==> config.mk <==
export PLATFORM = sky130hd
export DESIGN_NAME = serial_add4_accum
export DESIGN_NICKNAME = d
export VERILOG_FILES = /design/src/rtl/serial_add4_accum.sv
export SDC_FILE = /design/constraint.sdc
export NUM_CORES = 1
export LEC_CHECK = 0
export ABC_AREA = 1
export BUFFER_PORTS_ARGS = -buffer_cell sky130_fd_sc_hd__buf_4
export CORE_MARGIN = 8
export CORE_UTILIZATION = 52
export CTS_BUF_LIST = sky130_fd_sc_hd__clkbuf_8
export CTS_CLUSTER_DIAMETER = 50
export DETAILED_ROUTE_END_ITERATION = 12
export PLACE_DENSITY = 0.83
export SYNTH_ARGS = -nofsm -noshare
export SYNTH_HDL_FRONTEND = slang
export SYNTH_SLANG_ARGS = --single-unit
==> constraint.sdc <==
create_clock -name clk -period 4.1 [get_ports clk]
set_clock_uncertainty 0.05 [all_clocks]
set_input_delay 0.41 -clock clk [delete_from_list [all_inputs] [get_ports clk]]
set_output_delay 0.41 -clock clk [all_outputs]
set_load 0.1 [all_outputs]
==> src/rtl/serial_add4_accum.sv <==
// serial_add4_accum
//   Bit-serial adder for four unsigned operands. Each cycle it adds one bit
//   column from every operand plus a 2-bit running carry, which is the job of
//   a 4-input full-adder cell. It emits one sum bit per cycle, LSB first.
//   Two flush cycles drain the carry into the top two result bits. The full
//   (WIDTH+2)-bit total is then held on `result` until the next accepted start.
//
// Ports
//   clk        rising-edge clock for all state
//   rst        synchronous, active-high reset (aborts any operation)
//   start      request a new addition; only looked at while ready=1
//   op_a..op_d WIDTH-bit operands, captured on the accepting edge only
//   ready      1 while idle (start will be accepted)
//   busy       inverse of ready (shifting or signalling done)
//   sum_bit    registered serial sum bit, LSB first
//   sum_valid  1 for each cycle that sum_bit carries a new bit
//   result     op_a+op_b+op_c+op_d, final when done=1
//   done       one-cycle pulse when result is complete
module serial_add4_accum #(
  parameter int WIDTH = 8
) (
  input  logic             clk,
  input  logic             rst,
  input  logic             start,
  input  logic [WIDTH-1:0] op_a,
  input  logic [WIDTH-1:0] op_b,
  input  logic [WIDTH-1:0] op_c,
  input  logic [WIDTH-1:0] op_d,
  output logic             ready,
  output logic             busy,
  output logic             sum_bit,
  output logic             sum_valid,
  output logic [WIDTH+1:0] result,
  output logic             done
);

  // Counter must hold WIDTH+1 (the last flush position) without wrapping.
  localparam int CNT_W = $clog2(WIDTH + 2);
  localparam logic [CNT_W-1:0] LAST_CNT = CNT_W'(WIDTH + 1);

  typedef enum logic [1:0] {
    S_IDLE  = 2'd0,
    S_SHIFT = 2'd1,
    S_DONE  = 2'd2
  } state_t;

  state_t           r_state;
  logic [WIDTH-1:0] r_a;
  logic [WIDTH-1:0] r_b;
  logic [WIDTH-1:0] r_c;
  logic [WIDTH-1:0] r_d;
  logic [1:0]       r_carry;
  logic [CNT_W-1:0] r_cnt;
  logic             r_sum_bit;
  logic             r_sum_valid;
  logic             r_done;
  logic [WIDTH+1:0] r_result;

  logic [2:0]       w_total;
  logic [WIDTH+1:0] w_bit_sel;
  logic [WIDTH+1:0] w_result_next;

  // Column sum: four data bits plus a carry of at most 3 gives at most 7.
  // The carry out t[2:1] is therefore also at most 3.
  assign w_total = 3'(r_a[0]) + 3'(r_b[0]) + 3'(r_c[0]) + 3'(r_d[0]) + 3'(r_carry);

  // One-hot select of the result bit written by the current bit position.
  for (genvar gi = 0; gi < WIDTH + 2; gi++) begin : g_bit_sel
    assign w_bit_sel[gi] = (r_cnt == CNT_W'(gi));
  end

  assign w_result_next = (r_result & ~w_bit_sel) | (w_bit_sel & {(WIDTH+2){w_total[0]}});

  always_ff @(posedge clk) begin
    if (rst) begin
      r_state     <= S_IDLE;
      r_a         <= '0;
      r_b         <= '0;
      r_c         <= '0;
      r_d         <= '0;
      r_carry     <= '0;
      r_cnt       <= '0;
      r_sum_bit   <= 1'b0;
      r_sum_valid <= 1'b0;
      r_done      <= 1'b0;
      r_result    <= '0;
    end else begin
      case (r_state)
        S_IDLE: begin
          if (start) begin
            r_a      <= op_a;
            r_b      <= op_b;
            r_c      <= op_c;
            r_d      <= op_d;
            r_carry  <= '0;
            r_cnt    <= '0;
            r_result <= '0;
            r_state  <= S_SHIFT;
          end
        end
        S_SHIFT: begin
          r_sum_bit   <= w_total[0];
          r_carry     <= w_total[2:1];
          r_result    <= w_result_next;
          r_sum_valid <= 1'b1;
          // Zero fill supplies the flush-cycle operand bits.
          r_a         <= r_a >> 1;
          r_b         <= r_b >> 1;
          r_c         <= r_c >> 1;
          r_d         <= r_d >> 1;
          if (r_cnt == LAST_CNT) begin
            // Counter is left at its final value so it never wraps.
            r_done  <= 1'b1;
            r_state <= S_DONE;
          end else begin
            r_cnt <= r_cnt + CNT_W'(1);
          end
        end
        S_DONE: begin
          r_done      <= 1'b0;
          r_sum_valid <= 1'b0;
          r_state     <= S_IDLE;
        end
        default: begin
          r_state <= S_IDLE;
        end
      endcase
    end
  end

  assign ready     = (r_state == S_IDLE);
  assign busy      = ~ready;
  assign sum_bit   = r_sum_bit;
  assign sum_valid = r_sum_valid;
  assign done      = r_done;
  assign result    = r_result;

endmodule

; After elaboration in Yosys (flattened, before gate mapping)
; Cells that the tools add are included.
[op_classes]
n_eq_ne = 14
mux = 21
n_reduce_logical = 8
addsub = 5
bitwise = 5
[ops]
columns = cell, count
row1 = $pmux 8 s2, 4
row2 = $mux 8, 4
row3 = $and 10x10->10, 2
row4 = $pmux 10 s2, 1
row5 = $eq 4x3->1 const B, 4
row6 = $mux 10, 1
row7 = $not 10->10, 1
row8 = $or 10x10->10, 1
row9 = $eq 4x2->1 const B, 2
row10 = $eq 4x4->1 const B, 2
row11 = $mux 4, 2
row12 = $pmux 2 s2, 2
row13 = $pmux 4 s2, 1
row14 = $mux 2, 3
row15 = $ne 2x2->1 const B, 3
row16 = $reduce_and 2->1, 3
row17 = $add 4x1->4 const B, 1
row18 = $eq 4x1->1 const B, 1
row19 = $logic_not 4->1, 1
row20 = $pmux 1 s2, 2
row21 = $reduce_bool 2->1, 2
row22 = $add 2x1->3, 1
row23 = $add 3x1->3, 1
row24 = $add 3x2->3, 1
row25 = 7 further kinds, 7
[word_totals]
output_inout_bits = 15
register_bits = 53

; Logic depth before layout (Yosys ltp)
; Gate-level depths: netlist of the first run.
[logic_depth]
depth_word = 7
mapped_depth = 11
depth_no_buf = 10

; Worst setup path before layout of the first run
; No wires, ideal clock.
[synth_path]
path_kind = register to register
from = register r_state[0]
to = register r_a[0]
arrival_time_ps = 2729
period_less_slack_ps = 2895
stages_incl_launch_ff = 9
slack_ps = 1205
required_time_ps = 3934
path_cell_list = dfxtp_1 inv_1 ha_1 inv_1 nand2_1 nand2_1 buf_4 buf_2 o211a_1
[synth_via]
elab_chain_len = 3
elab_cells_between_ends = 6
[synth_lines]
columns = item, line
row1 = "start, declared", 47  ; state_t r_state;
row2 = "start signal, assigned", 76  ; r_state <= S_IDLE;
row3 = "start signal, assigned", 98  ; r_state <= S_SHIFT;
row4 = "start signal, assigned", 114  ; r_state <= S_DONE;
row5 = $logic_not 2->1 *, -
row6 = named net ready, 29  ; output logic ready,
row7 = $ne 2x2->1 (no line) / $reduce_bool 2->1 (equally long branches), -
row8 = $reduce_and 2->1 (no line), -
row9 = "end signal, assigned", 91  ; r_a <= op_a;
row10 = "end signal, assigned", 107  ; r_a <= r_a >> 1;
row11 = "end, declared", 48  ; logic [WIDTH-1:0] r_a;
; The timed path passes the listed nets; every way through them passes the cells marked *.
; A chain may end at the register's enable or synchronous reset.

; Worst setup path in the final report of the first run
[layout_path]
from = register r_state[1]
to = register r_carry[0]
[layout_via]
elab_chain_len = 3
elab_cells_between_ends = 6
[layout_lines]
columns = item, line
row1 = $eq 2x1->1 / $logic_not 2->1 (equally long branches), 88  ; case (r_state)
row2 = $reduce_bool 2->1 (no line) / $ne 2x2->1 (equally long branches), -
row3 = $reduce_and 2->1 (no line), -
row4 = "end signal, assigned", 103  ; r_carry <= w_total[2:1];
row5 = "end, declared", 52  ; logic [1:0] r_carry;
; Several ways; a longest one is shown, not always the timed one.

==> qor_table.md, run 1 <==
| Group | Item | Value |
|:---|:---|:---|
| floorplan | Initial Util | 54.5% |
| worst setup path | Largest delay contributor family on the critical path | compound AO/OA/AOI/OAI gates |
| final layout | Nets | 429 |
| drt | DRT iter0 DRCs | 157 |
| clock network | Clock transition at path regs | 0.09 ns |
| drt | Routed WL per cell | 14.0 µm |
| timing | Min setup slack post-route | 1.73 ns |
| floorplan | Die Span X | 86.8 µm |
| power and ir drop | VDD IR-drop max | 0.379 mV |
| logic synthesis | Number of standard cells after synthesis | 349 |
| timing | Worst slew margin | 32.9% |
| logic synthesis | Syn nets | 394 |
| timing | Actual slew at the worst max-slew pin | 1.01 ns |
| final layout | Post-route insts no fill | 452 |
| clock network | Root buffer cell | clkbuf_8 |
| floorplan | Core box area | 4790 µm² |
| timing | Final Slew Violations | 0 |
| logic synthesis | Cell taking the most area after synthesis | dfxtp_1 |
| worst setup path | Kind of start point of the critical path | flip-flop |
| logic synthesis | Area of the mapped netlist | 2610 µm² |
| global route | Global routing met1 resource utilization | 20.0% |
| timing | Setup Viol. Count Final | 0 |
| logic synthesis | Yosys warnings | 0 |
| worst setup path | Slowest stage delay, CP | 0.78 ns |
| clock network | Post-cts repair resize count | 0 |
| global route | Number of antenna violations at the first check in global routing | 0 |
| global route | Met3 Use GR | 4.16% |
| flow run | MaxCap Viol Count | 0 |
| place | Number of buffers added on ports | 49 |
| final layout | Post-synthesis to final-layout area growth | 18.1% |
| clock network | Post-CTS Setup Inserts | 0 |
| clock network | H-tree lvl count | 2 |
| final layout | Finished Cell Area | 3080 µm² |
| timing | Unrepaired setup endpoints after global routing | no |
| floorplan | Die boundary height | 86.8 µm |
| global route | Global-route met2 utilization | 29.7% |
| logic synthesis | Sequential-to-total area share from yosys stat | 40.7% |
| worst setup path | Crit-path slowest cell | a21oi_1 |
| worst setup path | Critical path cell sequence | inv_1 -> ha_1 -> buf_4 -> inv_1 -> a21oi_1 -> nand2_1 -> a21oi_1 |
| worst hold path | Critical hold path startpoint | op_d[7] |
| worst setup path | Count of buffer and inverter cells on the critical path | 3 |
| final layout | Antenna diodes | 0 |
| place | Standard cell area after detailed placement | 2960 µm² |
| clock network | Clock tree from TritonCTS | built |
| final layout | Share of final-layout standard cells stronger than drive strength 1 | 15.8% |
| timing | Timing-limited maximum frequency | 0.422 GHz |
| place | HPWL after detailed placement | 4260 µm |
| worst setup path | Worst Path Required | 4.29 ns |
| global route | Layer with the highest usage | met2 |
| worst setup path | Type of destination of the critical path | flip-flop |
| logic synthesis | Top-area cell type share of the netlist area | 40.7% |
| timing | Final critical delay including setup and external delays | 2.37 ns |
| drt | Pre-Repair DR Iteration Count | 4 |
| worst setup path | Startpoint-to-endpoint class of the critical path | flip-flop to flip-flop |
| place | Final Wtd Congestion | 0.820 |
| drt | Routed vias | 2442 |
| global route | Pin count of the biggest net entering global routing | 41 |
| global route | Vias in the first global route | 2355 |
| worst setup path | Arrival time reported for the critical path endpoint | 2.56 ns |
| clock network | Clock insertion delay at the later pin of the skew report | 0.30 ns |
| global route | Total congestion overflow | 0 |
| timing | Hold violation count in the final report | 0 |
| clock network | Buffers from clock root to sink, at most | 2 |
| global route | Global-route wire length before repair | 10500 µm |
| logic synthesis | Post-Synthesis Mean Instance Area | 7.47 µm² |
| drt | Number of antenna-violating nets in the routed design | 0 |
| drt | Via-to-Cell Ratio | 5.40 |
| worst setup path | Worst setup path start | r_state[1]$_SDFFE_PP0P_ |
| timing | Period utilization | 57.8% |
| clock network | Number of buffers created by CTS | 5 |
| status | Run status | finished clean |
| power and ir drop | Standby leakage power | 1.56 nW |
| floorplan | Row cnt | 25 |
| floorplan | Io pins | 50 |
| worst hold path | Classification of the worst-slack hold path | primary input to flip-flop |
| worst setup path | Maximum fanout along the worst path | 34 |
| logic synthesis | Flops & latches, synth | 53 |
| power and ir drop | Power per cell area | 735 nW/µm² |
| drt | Total Routed Length | 6320 µm |
| logic synthesis | Dominant cells by area after synthesis | dfxtp_1 41%, nand2_1 16%, nand3_1 12% |
| worst setup path | Critical register-to-register path startpoint | r_state[1]$_SDFFE_PP0P_ |
| place | Placed instance count | 444 |
| clock network | Hold buffer count at cts | 0 |
| timing | Setup TNS | 0 ns |
| logic synthesis | Count of different cell masters after synthesis | 17 |
| clock network | Sink Count | 53 |
| drt | Drc violations | 0 |
| global route | Total track usage | 17.0% |
| floorplan | Area of the die | 7540 µm² |
| place | Worst slack after detailed placement | 1.78 ns |
-- layout by cell type (no fill, tap or decap) --
cell / instances
a21oi_1: 23
buf_4: 52
clkbuf_8: 6
nor2_1: 6
ha_1: 7
fa_1: 3
inv_1: 25
o211a_1: 28
clkinv_1: 1
bufinv_16: 1
nand2_1: 111
dfxtp_1: 53
nand4_1: 4
nor2_2: 1
nand3_1: 61
nand2_2: 1
o21ai_0: 2
-- cells in the mapped netlist --
library cell and count:
buf_4 4, nand4_1 4, nand3_1 61, ha_1 7, buf_1 1, buf_2 12, clkinv_1 1, nor2_1 6
a21oi_1 23, inv_1 24, nand2_1 112, o211a_1 28, o21ai_0 2, nor2_2 1, fa_1 3, dfxtp_1 53
clkbuf_1 7
-- cell families (layout without fill, tap and decap cells) --
logic type               Yosys count  count (layout)  synth area share (%)
flip-flops                        53              53                  40.7
AO/OA/AOI/OAI                     53              53                  15.5
adder cells (fa/ha/maj)           10              10                  5.66
AND/OR/NAND/NOR                  184             184                  29.9
buffers and inverters             49              85                  8.21
-- metal layers --
metal | vias up | routed length, µm
met4 | 0 | 87
met5 | - | 0
met1 | 1124 | 2820
met2 | 85 | 3030
li1 | 1223 | -
met3 | 10 | 376
-- path summary, 6_finish.rpt --
kind                                           endpoint  slack (ns)  cells past startpoint
worst min register to register      r_d[7]$_SDFFE_PP0P_        0.42                      2
worst max-delay path            r_carry[0]$_SDFFE_PP0P_        1.73                      7
worst min-delay path                r_d[7]$_SDFFE_PP0P_        0.33                      3
worst max register to register  r_carry[0]$_SDFFE_PP0P_        1.73                      7
-- where the power goes --
group,internal (mW),total (mW),switching (mW)
Combinational,0.331,1.13,0.798
Clock,0.197,0.365,0.168
Sequential,0.671,0.770,0.0990
Total,1.20,2.26,1.07
-- tightest hold or removal path: stages --
cell and delay (ns):
buf_4 0.11, nand3_1 0.07, a21oi_1 0.05
-- registers in the layout, summed over array words and instances, names as in the netlist --
signal	flops
result	10
done	1
r_b	8
r_cnt	4
sum_bit	1
r_carry	2
r_d	8
sum_valid	1
r_c	8
r_state	2
r_a	8
-- cell type report --
class	count	area (µm²)
Fill cell	439	1710
Clock buffer	6	82.6
Multi-Input combinational cell	247	1340
Clock inverter	2	33.8
Timing Repair Buffer	52	390
Sequential cell	53	1060
Inverter	25	93.8
Tap cell	67	83.8
-- through the flow --
stage | utilization (%) | total power [mW] | hold slack, ns
2_1_floorplan | - | 1.68 | 0.394
3_3_place_gp | 61.9 | 1.84 | 0.406
3_5_place_dp | 61.9 | 1.89 | 0.408
4_1_cts | 64.4 | 2.26 | 0.326
5_1_grt | 64.4 | 2.41 | 0.337
6_report | 64.4 | 2.26 | 0.328
Power figures use the tool's default switching activity.
==> run 2: changes to the inputs <==
ABC_AREA = 0   (was 1)
PLACE_DENSITY = 0.86   (was 0.83)
clock period = 2.1 ns   (was 4.1 ns; I/O delays follow)
==> run 2 against run 1 <==
  * The flow now finishes with violations (setup timing)
  * Setup slack lost 1.9 ns
  * Flip-flop and latch count is the same
  * Count of clock-buffer cells in the layout is the same
  * First-iteration DRC count grew 13%
  * Core utilization grew 0.19 points
  * Die area grew 0.95%
  * Global-route usage shrank 1.1 points
  * Clock power grew 96%
  * Largest cell class unchanged
==> qor_table.md, run 2 <==
| Group | Item | Value |
|:---|:---|:---|
| final layout | Antenna diodes | 0 |
| worst setup path | Worst Path Required | 2.23 ns |
| logic synthesis | Ranking of synthesized cells by instance count | 53 x dfxtp_1, 35 x nor2_1, 31 x a211oi_1 |
| worst setup path | Reg2reg end | result[0]$_SDFFE_PP0P_ |
| final layout | Most frequent standard cell in the layout excluding fill and tap cells | buf_4 |
| worst setup path | Largest delay contributor family on the critical path | adder cells |
| timing | Unrepaired setup endpoints after global routing | yes |
| global route | Total track usage | 15.8% |
| clock network | H-tree lvl count | 2 |
| timing | Actual slew at the worst max-slew pin | 0.804 ns |
| final layout | Highest-count cells in the layout ignoring fill and taps | 54 x buf_4, 51 x dfxtp_1, 35 x nor2_1 |
| drt | Pre-Repair DR Iteration Count | 4 |
| logic synthesis | Count leader, synth | dfxtp_1 |
| global route | Global-route met2 utilization | 26.4% |
| drt | Drc violations | 0 |
| timing | Final Slew Violations | 0 |
| status | Violations in the final reports | setup timing |
| global route | Layer with the highest usage | met2 |
| logic synthesis | Post-synth ARST share | 0% |
| worst setup path | Maximum fanout along the worst path | 4 |
| logic synthesis | Number of enable flip-flop cells after synthesis | 0 |
| worst hold path | Classification of the worst-slack hold path | primary input to flip-flop |
| place | Number of buffers added on ports | 49 |
| timing | Period utilization | 107% |
| floorplan | Row cnt | 26 |
| logic synthesis | Top-area cell type share of the netlist area | 40.2% |
| logic synthesis | Post-Synthesis Mean Instance Area | 8.94 µm² |
| status | Run status | finished with violations |
| clock network | Hold buffer count at cts | 0 |
| worst hold path | Hold Crit Endpoint | r_c[4]$_SDFFE_PP0P_ |
| floorplan | Die Span X | 87.2 µm |
| global route | Global-route wire length before repair | 9930 µm |
| global route | Met3 Use GR | 4.25% |
| final layout | Number of fill cells in the layout | 424 |
| timing | Min setup slack post-route | -0.152 ns |
| worst setup path | Slowest stage delay, CP | 0.56 ns |
| worst hold path | Critical hold path startpoint | op_c[4] |
| worst setup path | Crit-path slowest cell | fa_1 |
| worst setup path | Type of destination of the critical path | flip-flop |
| power and ir drop | Standby leakage power | 1.25 nW |
| place | HPWL after detailed placement | 4070 µm |
| floorplan | Io pins | 50 |
| floorplan | Core box area | 5010 µm² |
| logic synthesis | Count of different cell masters after synthesis | 35 |
| clock network | Number of buffers created by CTS | 5 |
| power and ir drop | Power per cell area | 763 nW/µm² |
| timing | Timing-limited maximum frequency | 0.444 GHz |
| logic synthesis | Cell taking the most area after synthesis | dfxtp_1 |
| timing | Final hold slack | 0.191 ns |
| worst setup path | Critical register-to-register path startpoint | r_d[0]$_SDFFE_PP0P_ |
| global route | Pin count of the biggest net entering global routing | 55 |
| logic synthesis | Syn nets | 340 |
| worst hold path | Count of cells along the worst hold path | 3 |
| worst setup path | Count of buffer and inverter cells on the critical path | 0 |
| worst setup path | Critical path cell sequence | fa_1 -> fa_2 -> or3_4 -> o2111ai_2 -> a31oi_1 |
| power and ir drop | VDD IR-drop max | 0.465 mV |
| floorplan | Die boundary height | 87.2 µm |
| logic synthesis | Area of the mapped netlist | 2640 µm² |
| floorplan | Area of the die | 7610 µm² |
| logic synthesis | Sequential-to-total area share from yosys stat | 40.2% |
| drt | Routed WL per cell | 14.5 µm |
| logic synthesis | Flops & latches, synth | 53 |
| drt | Total Routed Length | 5890 µm |
| power and ir drop | Sum of internal, switching and leakage power | 2.47 mW |
| final layout | Seq. cell area | 1060 µm² |
| final layout | Nets | 379 |
| drt | Number of antenna-violating nets in the routed design | 0 |
| flow run | MaxCap Viol Count | 0 |
| clock network | Sink Count | 53 |
| worst setup path | Arrival time reported for the critical path endpoint | 2.38 ns |
| final layout | Share of final-layout standard cells stronger than drive strength 1 | 23.3% |
| global route | Total congestion overflow | 0 |
| final layout | Flip-flop count of the largest register, all copies and words added | 10 |
| clock network | Root buffer cell | clkbuf_8 |
| timing | Final critical delay including setup and external delays | 2.25 ns |
| timing | Setup Viol. Count Final | 8 |
| global route | Number of antenna violations at the first check in global routing | 0 |
| timing | Setup TNS | -0.697 ns |
| drt | Via-to-Cell Ratio | 5.62 |
| global route | Vias in the first global route | 2238 |
| timing | Hold violation count in the final report | 0 |
| drt | DRT iter0 DRCs | 178 |
| worst setup path | Kind of start point of the critical path | flip-flop |
| global route | Global routing met1 resource utilization | 19.4% |
| clock network | Clock insertion delay at the later pin of the skew report | 0.31 ns |
| place | Worst slack after detailed placement | -0.173 ns |
| place | Standard cell area after detailed placement | 3070 µm² |
| logic synthesis | Number of standard cells after synthesis | 295 |
| logic synthesis | Yosys warnings | 0 |
| clock network | Clock tree from TritonCTS | built |
| drt | Routed vias | 2275 |
| floorplan | Initial Util | 52.6% |
| final layout | Multi-input gate area | 1460 µm² |
| logic synthesis | Dominant cells by area after synthesis | dfxtp_1 40%, mux2i_1 11%, a211oi_1 8.8% |
| final layout | Post-synthesis to final-layout area growth | 22.6% |
| worst setup path | Reg-to-reg slack, setup | -0.15 ns |
| place | Final Wtd Congestion | 0.812 |
| final layout | Finished Cell Area | 3230 µm² |
| clock network | Clock transition at path regs | 0.10 ns |
| worst setup path | R2r worst-path depth | 5 |
| worst setup path | Startpoint-to-endpoint class of the critical path | flip-flop to flip-flop |
| timing | Worst slew margin | 46.4% |
| clock network | Buffers from clock root to sink, at most | 2 |
| logic synthesis | Most used DFF post-synth | dfxtp_1 |
==> run 2: changes by cell type after synthesis, sizes merged, moves of 5 or more <==
cell,previous run,this run
a211oi,0,31
a21oi,23,13
a31oi,0,8
and3b,0,5
clkbuf,7,13
inv,24,12
mux2i,0,29
nand2,112,17
nand3,61,4
nand4,4,11
nor2,7,35
nor2b,0,8
o211a,28,0
o21ai,2,10
==> run 2: area by class of cell <==
cell class	instances	area share [%]
clock buffer	6	2.55
inverter	12	1.39
sequential	53	32.9
multi-input combinational	205	45.0
timing repair buffer	57	14.4
tap	70	2.71
clock inverter	2	1.04
==> run 2: worst register-to-register path: stages, from the launching register on <==
cell and delay, ns:
dfxtp_2 0.34, fa_1 0.56, fa_2 0.48, or3_4 0.39, o2111ai_2 0.20, a31oi_1 0.11
==> run 2: layer usage <==
layer / up-vias / part of all wire, % / wire length (µm)
li1: 1152 / - / -
met1: 1055 / 46 / 2730
met2: 59 / 47 / 2780
met3: 9 / 5.4 / 316
met4: 0 / 1.1 / 65
met5: - / 0 / 0
==> run 2: cells by family (layout without fill, tap and decap cells) <==
family,after synthesis,after routing,share of synthesized area (%)
AO/OA/AOI/OAI,75,75,19.4
flip-flops,53,53,40.2
AND/OR/NAND/NOR,89,90,16.8
multiplexers,30,30,11.6
buffers and inverters,38,77,6.36
adder cells (fa/ha/maj),10,10,5.60
==> run 2: repair_timing <==
item | in CTS | in global routing
setup buffers | 1 | 1
cloned | 0 | 1
gates resized for setup | 6 | 4
endpoints found under the setup margin | 10 | 12
hold endpoints to repair | 0 | 0
pin swaps | 8 | 8
==> run 2: stage by stage <==
step           utilization (%)  instances
5_1_grt                   64.6        405
3_3_place_gp              61.3        395
6_report                  64.6        405
2_1_floorplan                -        295
4_1_cts                   64.0        403
3_5_place_dp              61.3        395
==> run 2: report_power, final <==
group,internal (mW),switching (mW),leakage [nW]
combinational,0.261,0.363,0.748
sequential,1.08,0.0460,0.436
clock,0.384,0.330,0.0626
total,1.73,0.739,1.25
==> run 2: how the worst max path moves through the flow <==
stage               cells after the start  slack [ns]                start                endpoint
detailed placement                      5       -0.17  r_a[0]$_SDFFE_PP0P_  result[0]$_SDFFE_PP0P_
floorplan                               5       -0.03  r_a[0]$_SDFFE_PP0P_  result[0]$_SDFFE_PP0P_
CTS                                     5       -0.13  r_d[0]$_SDFFE_PP0P_  result[1]$_SDFFE_PP0P_
finish                                  5       -0.15  r_d[0]$_SDFFE_PP0P_  result[0]$_SDFFE_PP0P_
global placement                        5       -0.10  r_a[0]$_SDFFE_PP0P_  result[0]$_SDFFE_PP0P_
global route                            5       -0.19  r_d[0]$_SDFFE_PP0P_  result[2]$_SDFFE_PP0P_
==> run 3: changes to the inputs <==
REMOVE_ABC_BUFFERS = 1   (was unset)
SLEW_MARGIN = 10   (was unset)
==> run 3 against run 2 <==
  * Die area is the same
  * Final cell count shrank 0.25%
  * Power shrank 7.9%
  * Fmax shrank 1.3%
  * Count of clock-buffer cells in the layout shrank 1
  * Wire length grew 1.4%
  * Largest cell class unchanged
  * Final area shrank 1.6%
  * The flow still finishes with violations (setup timing)
  * Critical path type unchanged
==> qor_table.md, run 3 (synthesis gave the netlist of run 2 again) <==
| Group | Item | Value |
|:---|:---|:---|
| status | Run status | finished with violations |
| status | Violations in the final reports | setup timing |
| place | HPWL after detailed placement | 4000 µm |
| power and ir drop | Standby leakage power | 1.22 nW |
| worst setup path | R2r worst-path depth | 5 |
| clock network | Number of buffers created by CTS | 5 |
| timing | Final critical delay including setup and external delays | 2.28 ns |
| final layout | Post-route insts no fill | 404 |
| timing | Final hold slack | 0.197 ns |
| worst setup path | Reg-to-reg slack, setup | -0.18 ns |
| global route | Global-route wire length before repair | 9960 µm |
| timing | Worst slew margin | 62.0% |
| floorplan | Die boundary height | 87.2 µm |
| place | Standard cell area after detailed placement | 3040 µm² |
| clock network | H-tree lvl count | 2 |
| timing | Min setup slack post-route | -0.182 ns |
| power and ir drop | Sum of internal, switching and leakage power | 2.27 mW |
| worst hold path | Critical hold path startpoint | op_d[4] |
| final layout | Nets | 378 |
| worst hold path | Hold Crit Endpoint | r_d[4]$_SDFFE_PP0P_ |
| worst setup path | Largest delay contributor family on the critical path | adder cells |
| global route | Total track usage | 15.8% |
| worst setup path | Arrival time reported for the critical path endpoint | 2.39 ns |
| clock network | Root buffer cell | clkbuf_8 |
| final layout | Antenna diodes | 0 |
| timing | Timing-limited maximum frequency | 0.438 GHz |
| worst setup path | Maximum fanout along the worst path | 4 |
| worst setup path | Kind of start point of the critical path | flip-flop |
| floorplan | Initial Util | 52.6% |
| floorplan | Core box area | 5010 µm² |
| worst setup path | Worst Path Required | 2.21 ns |
| drt | Number of antenna-violating nets in the routed design | 0 |
| worst setup path | Critical register-to-register path startpoint | r_a[0]$_SDFFE_PP0P_ |
| floorplan | Die Span X | 87.2 µm |
| global route | Number of antenna violations at the first check in global routing | 0 |
| final layout | Share of final-layout standard cells stronger than drive strength 1 | 23.4% |
| worst hold path | Count of cells along the worst hold path | 3 |
| clock network | Sink Count | 53 |
| power and ir drop | Power per cell area | 715 nW/µm² |
| final layout | Flip-flop count of the largest register, all copies and words added | 10 |
| timing | Hold violation count in the final report | 0 |
| drt | Pre-Repair DR Iteration Count | 5 |
| timing | Period utilization | 109% |
| final layout | Most frequent standard cell in the layout excluding fill and tap cells | buf_4 |
| drt | Routed WL per cell | 14.8 µm |
| worst setup path | Critical path cell sequence | fa_1 -> fa_2 -> or3_4 -> o2111ai_2 -> a31oi_1 |
| final layout | Post-synthesis to final-layout area growth | 20.6% |
| clock network | Buffers from clock root to sink, at most | 2 |
| drt | Routed vias | 2322 |
| drt | Drc violations | 0 |
| final layout | Number of fill cells in the layout | 456 |
| global route | Vias in the first global route | 2200 |
| place | Number of buffers added on ports | 49 |
| place | Placed instance count | 395 |
| floorplan | Area of the die | 7610 µm² |
| clock network | Clock insertion delay at the later pin of the skew report | 0.30 ns |
| worst setup path | Crit-path slowest cell | fa_1 |
| global route | Total congestion overflow | 0 |
| worst setup path | Count of buffer and inverter cells on the critical path | 0 |
| final layout | Finished Cell Area | 3180 µm² |
| clock network | Clock tree from TritonCTS | built |
| clock network | Hold buffer count at cts | 0 |
| floorplan | Io pins | 50 |
| global route | Pin count of the biggest net entering global routing | 55 |
| place | Worst slack after detailed placement | -0.194 ns |
| worst hold path | Classification of the worst-slack hold path | primary input to flip-flop |
| timing | Unrepaired setup endpoints after global routing | yes |
| worst setup path | Type of destination of the critical path | flip-flop |
| timing | Actual slew at the worst max-slew pin | 0.571 ns |
| worst setup path | Startpoint-to-endpoint class of the critical path | flip-flop to flip-flop |
| place | Final Wtd Congestion | 0.842 |
| power and ir drop | VDD IR-drop max | 0.431 mV |
| drt | Total Routed Length | 5980 µm |
| timing | Setup Viol. Count Final | 7 |
| worst setup path | Reg2reg end | result[2]$_SDFFE_PP0P_ |
| flow run | MaxCap Viol Count | 0 |
| floorplan | Row cnt | 26 |
| drt | DRT iter0 DRCs | 185 |
| drt | Via-to-Cell Ratio | 5.75 |
| worst setup path | Slowest stage delay, CP | 0.55 ns |
| clock network | Clock transition at path regs | 0.09 ns |
| timing | Final Slew Violations | 0 |
| final layout | Highest-count cells in the layout ignoring fill and taps | 56 x buf_4, 51 x dfxtp_1, 35 x nor2_1 |
-- run 3: cell types whose count changed in the layout (fill, tap and decap cells not counted), sizes merged --
cell    change
and2        -1
bufinv      -1
clkbuf      -1
clkinv      +2
-- run 3: worst max-delay path by stage --
stage	from	to	slack, ns	cells past startpoint
2_1_floorplan	r_state[1]$_SDFFE_PP0P_	result[8]$_SDFFE_PP0P_	-1.12	5
3_3_place_gp	r_a[0]$_SDFFE_PP0P_	result[0]$_SDFFE_PP0P_	-0.14	5
3_5_place_dp	r_a[0]$_SDFFE_PP0P_	result[2]$_SDFFE_PP0P_	-0.19	5
4_1_cts	r_a[0]$_SDFFE_PP0P_	result[3]$_SDFFE_PP0P_	-0.14	5
5_1_grt	r_a[0]$_SDFFE_PP0P_	result[2]$_SDFFE_PP0P_	-0.23	5
6_report	r_a[0]$_SDFFE_PP0P_	result[2]$_SDFFE_PP0P_	-0.18	5
-- run 3: repair_timing --
item | 4_1_cts | 5_1_grt
setup endpoints to repair | 10 | 12
hold endpoints to repair | 0 | 0
setup buffers | 0 | 1
pin swaps | 2 | 7
gates resized for setup | 5 | 8
-- run 3: where the power goes --
part	total, mW	internal [mW]	switching (mW)
combinational	0.604	0.244	0.360
clock	0.540	0.227	0.313
sequential	1.13	1.08	0.0453
-- run 3: metal layers --
| layer | vias to the layer above | track usage [%] | wire length [µm] |
|---|---|---|---|
| met1 | 1094 | 18.9 | 2610 |
| met4 | 0 | 5.94 | 76 |
| li1 | 1144 | - | - |
| met3 | 8 | 3.68 | 414 |
| met5 | - | 0 | 0 |
| met2 | 76 | 26.8 | 2870 |
-- run 3: metrics by stage --
step,util (%),TNS [ns]
global route,63.5,-1.26
detailed placement,60.6,-1.13
floorplan,-,-44.40
global placement,60.6,-0.692
CTS,62.6,-0.977
finish,63.5,-0.721
-- run 3: worst register-to-register path, cell delays in order, from the launching register on --
cell,delay (ns)
dfxtp_2,0.34
fa_1,0.55
fa_2,0.48
or3_4,0.39
o2111ai_2,0.21
a31oi_1,0.13
-- run 3: layout make-up --
type / count / area (µm²) / area share [%]
sequential: 53 / 1060 / 33.4
clock buffer: 5 / 68.8 / 2.16
multi-input combinational: 204 / 1460 / 46.0
inverter: 12 / 45.0 / 1.42
timing repair buffer: 57 / 440 / 13.8
clock inverter: 3 / 13.8 / 0.433
tap: 70 / 87.6 / 2.75
